### src/rtl/floor_call_if.sv
// Floor call dispatcher bus: button/floor inputs and
// request/status outputs toward the elevator core.
interface floor_call_if #(
  parameter int NUM_FLOORS = 10
);
  logic [NUM_FLOORS-1:0] btn;
  logic [3:0]            cur_floor;
  logic [NUM_FLOORS-1:0] req;
  logic [NUM_FLOORS-1:0] pending;
  logic [3:0]            target;
  logic                  target_valid;
  logic                  dir_up;

  modport master (
    output btn, cur_floor,
    input  req, pending, target, target_valid, dir_up
  );

  modport slave (
    input  btn, cur_floor,
    output req, pending, target, target_valid, dir_up
  );
endinterface

### src/rtl/floor_call_dispatcher.sv
// Latches floor calls, picks targets in SCAN order and
// drives a registered one-hot request to the elevator.
module floor_call_dispatcher #(
  parameter int NUM_FLOORS   = 10,
  parameter int DWELL_CYCLES = 4
) (
  input logic       clk,
  input logic       reset,
  floor_call_if.slave bus
);

  localparam int CW = (DWELL_CYCLES > 1) ? $clog2(DWELL_CYCLES) : 1;
  localparam logic [CW-1:0] DWELL_LAST = CW'(DWELL_CYCLES - 1);

  typedef enum logic [1:0] {IDLE, SERVE, DWELL} state_t;

  state_t                state;
  logic [NUM_FLOORS-1:0] btn_q;
  logic [NUM_FLOORS-1:0] pending;
  logic [NUM_FLOORS-1:0] req;
  logic [3:0]            target;
  logic                  target_valid;
  logic                  dir_up;
  logic [CW-1:0]         cnt;

  logic                  cur_ok;
  logic [NUM_FLOORS-1:0] cur_oh;
  logic [NUM_FLOORS-1:0] press;
  logic [NUM_FLOORS-1:0] mask;
  logic [NUM_FLOORS-1:0] take;
  logic                  reload;
  logic                  arrive;
  logic                  up_hit;
  logic                  dn_hit;
  logic [3:0]            up_f;
  logic [3:0]            dn_f;
  logic                  sel_hit;
  logic                  sel_dir;
  logic [3:0]            sel_f;
  logic                  re_hit;
  logic [3:0]            re_f;

  function automatic logic [NUM_FLOORS-1:0] onehot(
    input logic [3:0] f
  );
    return NUM_FLOORS'(1) << f;
  endfunction

  // Nearest pending floor above and below the car.
  always_comb begin
    cur_ok = int'(bus.cur_floor) < NUM_FLOORS;
    up_hit = 1'b0;
    up_f   = 4'd0;
    dn_hit = 1'b0;
    dn_f   = 4'd0;
    cur_oh = '0;
    for (int i = NUM_FLOORS - 1; i >= 0; i--) begin
      if (pending[i] && 4'(i) > bus.cur_floor) begin
        up_hit = 1'b1;
        up_f   = 4'(i);
      end
    end
    for (int i = 0; i < NUM_FLOORS; i++) begin
      cur_oh[i] = cur_ok && (bus.cur_floor == 4'(i));
      if (pending[i] && 4'(i) < bus.cur_floor) begin
        dn_hit = 1'b1;
        dn_f   = 4'(i);
      end
    end
  end

  // Press filtering, SCAN selection and retarget choice.
  always_comb begin
    press  = bus.btn & ~btn_q;
    mask   = (state == SERVE) ? '0 : cur_oh;
    take   = press & ~pending & ~mask;
    reload = (state == DWELL) && |(press & cur_oh);
    arrive = (bus.cur_floor == target);
    sel_hit = 1'b1;
    sel_dir = dir_up;
    sel_f   = bus.cur_floor;
    if (dir_up ? up_hit : dn_hit) begin
      sel_f = dir_up ? up_f : dn_f;
    end else if (dir_up ? dn_hit : up_hit) begin
      sel_f   = dir_up ? dn_f : up_f;
      sel_dir = !dir_up;
    end else if (!(|(pending & cur_oh))) begin
      sel_hit = 1'b0;
    end
    re_f   = dir_up ? up_f : dn_f;
    re_hit = dir_up ? (up_hit && up_f < target)
                    : (dn_hit && dn_f > target);
  end

  // Dispatcher state machine with registered outputs.
  always_ff @(posedge clk) begin
    if (reset) begin
      state        <= IDLE;
      btn_q        <= bus.btn;
      pending      <= '0;
      req          <= '0;
      target       <= 4'd0;
      target_valid <= 1'b0;
      dir_up       <= 1'b1;
      cnt          <= '0;
    end else begin
      btn_q   <= bus.btn;
      pending <= pending | take;
      unique case (state)
        IDLE: begin
          if (cur_ok && |pending && sel_hit) begin
            target       <= sel_f;
            dir_up       <= sel_dir;
            req          <= onehot(sel_f);
            target_valid <= 1'b1;
            state        <= SERVE;
          end
        end
        SERVE: begin
          if (arrive) begin
            pending      <= (pending | take) & ~onehot(target);
            req          <= '0;
            target_valid <= 1'b0;
            cnt          <= DWELL_LAST;
            state        <= DWELL;
          end else if (cur_ok && re_hit) begin
            target <= re_f;
            req    <= onehot(re_f);
          end
        end
        DWELL: begin
          if (reload) begin
            cnt <= DWELL_LAST;
          end else if (cnt == '0) begin
            state <= IDLE;
          end else begin
            cnt <= cnt - 1'b1;
          end
        end
        default: state <= IDLE;
      endcase
    end
  end

  assign bus.req          = req;
  assign bus.pending      = pending;
  assign bus.target       = target;
  assign bus.target_valid = target_valid;
  assign bus.dir_up       = dir_up;

endmodule

### src/flat_wrapper.sv
// flat-port wrapper written by rule: the top's interface ports become plain ports
module floor_call_dispatcher_flat 
#(
  parameter int NUM_FLOORS   = 10,
  parameter int DWELL_CYCLES = 4
)
  (clk, reset, bus_btn, bus_cur_floor, bus_req, bus_pending, bus_target, bus_target_valid, bus_dir_up);
  floor_call_if #(.NUM_FLOORS(NUM_FLOORS)) bus_i ();
  input logic clk;
  input logic reset;
  input wire logic [$bits(bus_i.btn)-1:0] bus_btn;
  input wire logic [$bits(bus_i.cur_floor)-1:0] bus_cur_floor;
  output wire logic [$bits(bus_i.req)-1:0] bus_req;
  output wire logic [$bits(bus_i.pending)-1:0] bus_pending;
  output wire logic [$bits(bus_i.target)-1:0] bus_target;
  output wire logic [$bits(bus_i.target_valid)-1:0] bus_target_valid;
  output wire logic [$bits(bus_i.dir_up)-1:0] bus_dir_up;
  assign bus_i.btn = bus_btn;
  assign bus_i.cur_floor = bus_cur_floor;
  assign bus_req = bus_i.req;
  assign bus_pending = bus_i.pending;
  assign bus_target = bus_i.target;
  assign bus_target_valid = bus_i.target_valid;
  assign bus_dir_up = bus_i.dir_up;
  floor_call_dispatcher #(.NUM_FLOORS(NUM_FLOORS), .DWELL_CYCLES(DWELL_CYCLES)) u_core (.clk(clk), .reset(reset), .bus(bus_i));
endmodule
### config.mk
export PLATFORM = sky130hd
export DESIGN_NAME = floor_call_dispatcher_flat
export DESIGN_NICKNAME = d
export VERILOG_FILES = /design/src/rtl/floor_call_if.sv /design/src/rtl/floor_call_dispatcher.sv /design/src/flat_wrapper.sv
export SDC_FILE = /design/constraint.sdc
export NUM_CORES = 1
export LEC_CHECK = 0
export CORE_MARGIN = 3
export CORE_UTILIZATION = 40
export DETAILED_ROUTE_END_ITERATION = 8
export PLACE_DENSITY = 0.58
export SETUP_SLACK_MARGIN = 0.02
export SLEW_MARGIN = 20
export SYNTH_ARGS = -nofsm -noshare
export SYNTH_HDL_FRONTEND = slang
export SYNTH_SLANG_ARGS = --single-unit
### constraint.sdc
create_clock -name clk -period 5.4 [get_ports clk]
set_input_delay 1.08 -clock clk [delete_from_list [all_inputs] [get_ports clk]]
set_output_delay 1.08 -clock clk [all_outputs]
set_load 0.02 [all_outputs]
# --- After elaboration in Yosys (flattened, before gate mapping) ---
# Index checks and enable logic that the tools add are counted.
classes:
  n_lt_le_gt_ge: 23
  mux: 72
  bitwise_logic: 12
  n_eq_ne: 20
  add_sub_neg: 1
  reduce_logical: 51
  shifts: 3
ops:
  columns: ["op", "count"]
  rows:
  - ["2-to-1 mux 4 bit", 19]
  - ["AND 10 bit", 6]
  - ["2-to-1 mux 10 bit", 6]
  - ["inverter 10 bit", 4]
  - ["logical AND 1 bit", 36]
  - ["OR reduction 10 bit", 3]
  - ["<< shifter 1 x 4 -> 10 bit (first input constant)", 3]
  - ["2-to-1 mux 1 bit", 29]
  - ["case mux 10 bit (2 select lines)", 1]
  - ["2-to-1 mux 2 bit", 9]
  - ["equality test 4 x 3 -> 1 bit (second input constant)", 4]
  - ["> comparator 3 x 4 -> 1 bit (first input constant)", 4]
  - ["less-than comparator 3 x 4 -> 1 bit (first input constant)", 4]
  - ["2-to-1 mux 3 bit", 4]
  - ["AND reduction 4 bit", 3]
  - ["OR 10 bit", 1]
  - ["AND reduction 3 bit", 3]
  - ["equality test 4 x 2 -> 1 bit (second input constant)", 2]
  - ["equality test 4 bit (second input constant)", 2]
  - ["> comparator 1 x 4 -> 1 bit (first input constant)", 2]
  - ["> comparator 2 x 4 -> 1 bit (first input constant)", 2]
  - ["> comparator 4 bit (first input constant)", 2]
  - ["less-than comparator 1 x 4 -> 1 bit (first input constant)", 2]
  - ["less-than comparator 2 x 4 -> 1 bit (first input constant)", 2]
  - ["other kinds (21)", 29]
word_totals:
  reg_bits: 40
  word_cells: 190
  out_inout_bits: 26

# --- Longest topological paths before layout ---
depth:
  word_depth: 19
  mapped_depth: 17
  depth_no_buf: 12

# --- Worst setup path after synthesis ---
# No wires, ideal clock.
synth_path:
  kind: "input to register"
  startpoint: "input port bus_cur_floor[0]"
  endpoint: "register u_core.req[9], in the netlist u_core.bus.req[9]"
  setup_ps: 88
  n_path_buf: 3
  t_required_ps: 5312
  arrival_time_ps: 3643
  path_slack_ps: 1669
  path_stages: 15
  path_cell_list: "buf_6 -> buf_4 -> nor2_1 -> a32oi_1 -> a21o_1 -> and2_1 -> ha_1 -> inv_1 -> a41oi_1 -> o211ai_1 -> a31o_1 -> a211o_1 -> and2_1 -> buf_2 -> a311oi_2"
synth_between:
  elab_chain_cells: 18
  elab_cells_between_ends: 129
synth_rtl:
  columns: ["element", "line", "source"]
  rows:
  - ["start: declaration", "flat_wrapper.sv:12", "input wire logic [$bits(bus_i.cur_floor)-1:0] bus_cur_floor;"]
  - ["> comparator 4 bit or less-than comparator 1 x 4 -> 1 bit (tied branches)", "floor_call_dispatcher.sv:58, floor_call_dispatcher.sv:65", null]
  - ["logical AND 1 bit, on equally long branches", "floor_call_dispatcher.sv:58, floor_call_dispatcher.sv:65", null]
  - ["2-to-1 mux 4 bit (tied with other cells) (10 in series)", "floor_call_dispatcher.sv:58", "if (pending[i] && 4'(i) > bus.cur_floor) begin"]
  - ["less-than comparator 4 bit (tied with other cells)", "floor_call_dispatcher.sv:91", "re_hit = dir_up ? (up_hit && up_f < target)"]
  - ["logical AND 1 bit (tied with other cells)", "floor_call_dispatcher.sv:91", null]
  - ["2-to-1 mux 1 bit (tied with other cells)", "floor_call_dispatcher.sv:91", null]
  - ["logical AND 1 bit (tied with other cells)", "floor_call_dispatcher.sv:126", "end else if (cur_ok && re_hit) begin"]
  - ["inequality test 3 x 2 -> 1 bit (no line) (tied with other cells)", null, null]
  - ["AND reduction 3 bit (no line) or case mux 10 bit (2 select lines) (tied branches)", null, null]
  - ["end signal: assignment", "floor_call_dispatcher.sv:114", "req <= onehot(sel_f);"]
  - ["end signal: assignment", "floor_call_dispatcher.sv:128", "req <= onehot(re_f);"]
  - ["end: declaration", "floor_call_dispatcher.sv:20", "logic [NUM_FLOORS-1:0] req;"]
# Parallel ways exist; a longest one is shown, timed or not. The select of a mux whose other input is x is not followed.
# A chain may end at the register's enable or synchronous reset.

# --- Final worst setup path ---
layout_path:
  startpoint: "input port bus_cur_floor[2]"
  endpoint: "register u_core.target[2], in the netlist u_core.bus.target[2]"
layout_between:
  elab_chain_cells: 18
  elab_cells_between_ends: 128
layout_rtl:
  columns: ["element", "line", "source"]
  rows:
  - ["> comparator 4 bit or less-than comparator 1 x 4 -> 1 bit (tied branches)", "floor_call_dispatcher.sv:58, floor_call_dispatcher.sv:65", null]
  - ["logical AND 1 bit, on equally long branches", "floor_call_dispatcher.sv:58, floor_call_dispatcher.sv:65", null]
  - ["2-to-1 mux 4 bit (tied with other cells) (10 in series)", "floor_call_dispatcher.sv:58", null]
  - ["less-than comparator 4 bit or 2-to-1 mux 1 bit (tied branches)", "floor_call_dispatcher.sv:91, floor_call_dispatcher.sv:84", null]
  - ["logical AND 1 bit or 2-to-1 mux 1 bit (tied branches)", "floor_call_dispatcher.sv:91, floor_call_dispatcher.sv:84", null]
  - ["2-to-1 mux 1 bit, on equally long branches", "floor_call_dispatcher.sv:91, floor_call_dispatcher.sv:82", null]
  - ["logical AND 1 bit, on equally long branches", "floor_call_dispatcher.sv:126, floor_call_dispatcher.sv:111", null]
  - ["inequality test 2 bit (no line) or inequality test 2 x 1 -> 1 bit (tied branches)", null, null]
  - ["AND reduction 4 bit (no line)", null, null]
  - ["end signal: assignment", "floor_call_dispatcher.sv:112", "target <= sel_f;"]
  - ["end signal: assignment", "floor_call_dispatcher.sv:127", "target <= re_f;"]
  - ["end: declaration", "floor_call_dispatcher.sv:21", "logic [3:0] target;"]
# Parallel ways exist; a longest one is shown, timed or not. The select of a mux whose other input is x is not followed.

==> flow_metrics.env <==
export IMPL_run_status="finished, final reports clean"
export IMPL_clkPwrFrac_pct=19.6
export IMPL_cts_buffers_inserted=5
export IMPL_avgSynthCellArea_um2=7.99
export IMPL_final_hold_viol_count=0
export IMPL_cts_resized_gates=0
export IMPL_yosysTopAreaCellShare_pct=26.4
export IMPL_reg2reg_from="u_core.bus.pending[8]"
export IMPL_fp_dieW_um=93.1
export IMPL_tritoncts="yes"
export IMPL_netlist_instances=380
export IMPL_yosys_top_cells_count="40 x dfxtp_1, 28 x nand2_1, 26 x a21oi_1"
export IMPL_setup_tns_ns=0
export IMPL_async_reset_ff_share_pct=0
export IMPL_hold_buffers=0
export IMPL_worst_setup_path_type="in2reg"
export IMPL_rows=31
export IMPL_critPathArrivalTime_ns=4.74
export IMPL_grt_first_pass_wirelength_mm=15.6
export IMPL_path_clk_slew_ns=0.08
export IMPL_h_tree_depth=2
export IMPL_drt_total_wl_mm=9.49
export IMPL_vdd_drop_max_v=0.000156
export IMPL_dr_pass1_iters=5
export IMPL_antennaDiodeCount=0
export IMPL_cp_endpoint="u_core.bus.target[2]"
export IMPL_p_seq_share_pct=35.7
export IMPL_cp_required_ns=5.62
export IMPL_p_leak_nw=1.28
export IMPL_synth_edf_count=0
export IMPL_fmax_mhz=221
export IMPL_drc=0
export IMPL_yosysSeqAreaShare_pct=26.4
export IMPL_core_area_mm2=0.00729
export IMPL_num_vias=3115
export IMPL_fin_crit_ns=4.52
export IMPL_slew_viol_final=0
export IMPL_worst_slew_pin_slew_ns=1.01
export IMPL_layout_area_overhead_vs_synth_pct=17.5
export IMPL_fin_cells=505
export IMPL_intPower_uw=641
export IMPL_drt_iter0_drc=274
export IMPL_track_usage_pct=22.9
export IMPL_grt_setup_unrepaired="false"
export IMPL_port_buffers=41
export IMPL_antenna_found_initial=0
export IMPL_ys_top_cells_by_area="dfxtp_1 26%, a21oi_1 4.3%, a31oi_1 3.7%, nand2_1 3.5%, ha_1 3.3%"
export IMPL_final_core_util_pct=48.9
export IMPL_place_ws_ns=0.624
export IMPL_dominantRegCellSynth="dfxtp_1"
export IMPL_netSwitchingFraction_pct=40.7
export IMPL_cap_violations=0
export IMPL_whs_ns=0.466
export IMPL_synth_top_cell_by_area="dfxtp_1"
export IMPL_gp_congestion=0.957
export IMPL_hold_class="reg2reg"
export IMPL_netSwitchingPower_uw=440
export IMPL_synthDistinctLibCells=77
export IMPL_cts_sinks=40
export IMPL_worst_slack_ns=0.881
export IMPL_r2r_slack_ns=2.10
export IMPL_critPathMaxFanout=22
export IMPL_grt_pass1_vias=2922
export IMPL_fin_crit_sh_pct=83.7
export IMPL_io_pins=42
export IMPL_fin_skew_ns=0.0101
export IMPL_wl_per_cell_um=18.8
export IMPL_cts_setup_buffers=0
export IMPL_final_setup_viol_count=0
export IMPL_end_kind="register"
export IMPL_grt_max_degree=29
export IMPL_start_util_pct=41.6
export IMPL_critPathLaunch="bus_cur_floor[2]"
export IMPL_power_density_mw_per_mm2=303
export IMPL_grt_overflow=0
export IMPL_relSlewSlack_pct=32.7
export IMPL_final_nets=429
export IMPL_rr_worst_depth=10
export IMPL_clock_latency_ns=0.30
export IMPL_die_area_mm2=0.00867
export IMPL_die_h_um=93.1
export IMPL_ys_warn_count=0
export IMPL_start_kind="input pin"
export IMPL_cts_root_buf="clkbuf_8"
export IMPL_timing_rr_end="u_core.bus.target[2]"
export IMPL_vias_per_cell=6.17
export IMPL_dp_cells=497
export IMPL_dp_hpwl_mm=7.13
export IMPL_postRouteAntennaNets=0
export IMPL_netlist_area_mm2=0.00304
export IMPL_synth_most_common_cell="dfxtp_1"
export IMPL_cts_max_path_buffers=2
export IMPL_combPwrFrac_pct=44.7
export IMPL_drive_gt1_share_pct=8.87
export IMPL_synth_nets=404
export IMPL_synth_seq_cells=40
==> worst max-delay path: stages <==
cell	delay [ns]
clkdlybuf4s50_1	0.97
nor2_1	0.25
a32o_1	0.35
nor4_2	0.50
ha_1	0.35
a21oi_1	0.15
nand2_1	0.07
nor2_1	0.17
a211oi_2	0.16
or4_1	0.52
a21oi_1	0.14
==> registers in the layout, indices dropped and copies added (netlist names) <==
| register | flops |
|---|---|
| u_core.bus.target | 4 |
| u_core.state | 2 |
| u_core.btn_q | 10 |
| u_core.bus.target_valid | 1 |
| u_core.cnt | 2 |
| u_core.bus.dir_up | 1 |
| u_core.bus.req | 10 |
| u_core.bus.pending | 10 |
==> cells in the final DEF, fill, tap and decap left out, drive strengths merged, types with 10 or more instances in the layout <==
cell	n
nand2	28
a311oi	12
dfxtp	40
a211oi	11
nand4	11
o21ai	11
nor2	18
nor2b	14
nand3	11
inv	22
nand2b	10
a21oi	27
clkdlybuf4s50	41
a31oi	18
==> per-layer routing <==
metal,vias to the layer above,GRT usage [%],wire (um)
li1,1504,-,-
met1,1464,34.1,4600
met2,130,33.2,4070
met3,17,3.94,607
met4,0,7.45,209
met5,-,0,0
==> through the flow <==
stage | cell area (um2) | total power [mW]
global placement | 3470 | 0.868
CTS | 3570 | 1.08
detailed placement | 3470 | 0.871
global route | 3570 | 1.15
finish | 3570 | 1.08
floorplan | 3040 | 0.714
==> how the worst min path moves through the flow <==
stage               slack [ns]           from       endpoint  cells past startpoint
detailed placement        0.46  u_core.cnt[1]  u_core.cnt[1]                      2
CTS                       0.47  u_core.cnt[1]  u_core.cnt[1]                      2
finish                    0.47  u_core.cnt[1]  u_core.cnt[1]                      2
global placement          0.46  u_core.cnt[1]  u_core.cnt[1]                      2
floorplan                 0.44  u_core.cnt[1]  u_core.cnt[1]                      2
global route              0.50  u_core.cnt[1]  u_core.cnt[1]                      2
==> power groups by stage <==
stage,logic (mW),clock network [mW],registers (mW)
after floorplan,0.309,0,0.405
after global placement,0.477,0,0.392
after detailed placement,0.479,0,0.391
after CTS,0.481,0.214,0.385
after global routing,0.531,0.228,0.394
final,0.483,0.212,0.386
==> final cells by class <==
type | instances | area [um2]
tap | 99 | 124
sequential | 40 | 801
multi-input combinational | 287 | 2000
fill | 757 | 3720
clock buffer | 7 | 86.3
clock inverter | 1 | 7.51
timing repair buffer | 49 | 470
inverter | 22 | 82.6
==> cell families after synthesis <==
logic type | share of synthesized area [%]
DFF | 26.4
buffers and inverters | 7.91
AOI/OAI and AO/OA | 32.2
muxes | 4.00
xor gates and xnor gates | 1.15
adders and majority gates | 3.30
and+or+nand+nor | 25.1
Note: power is estimated with default switching activity, not from simulation.
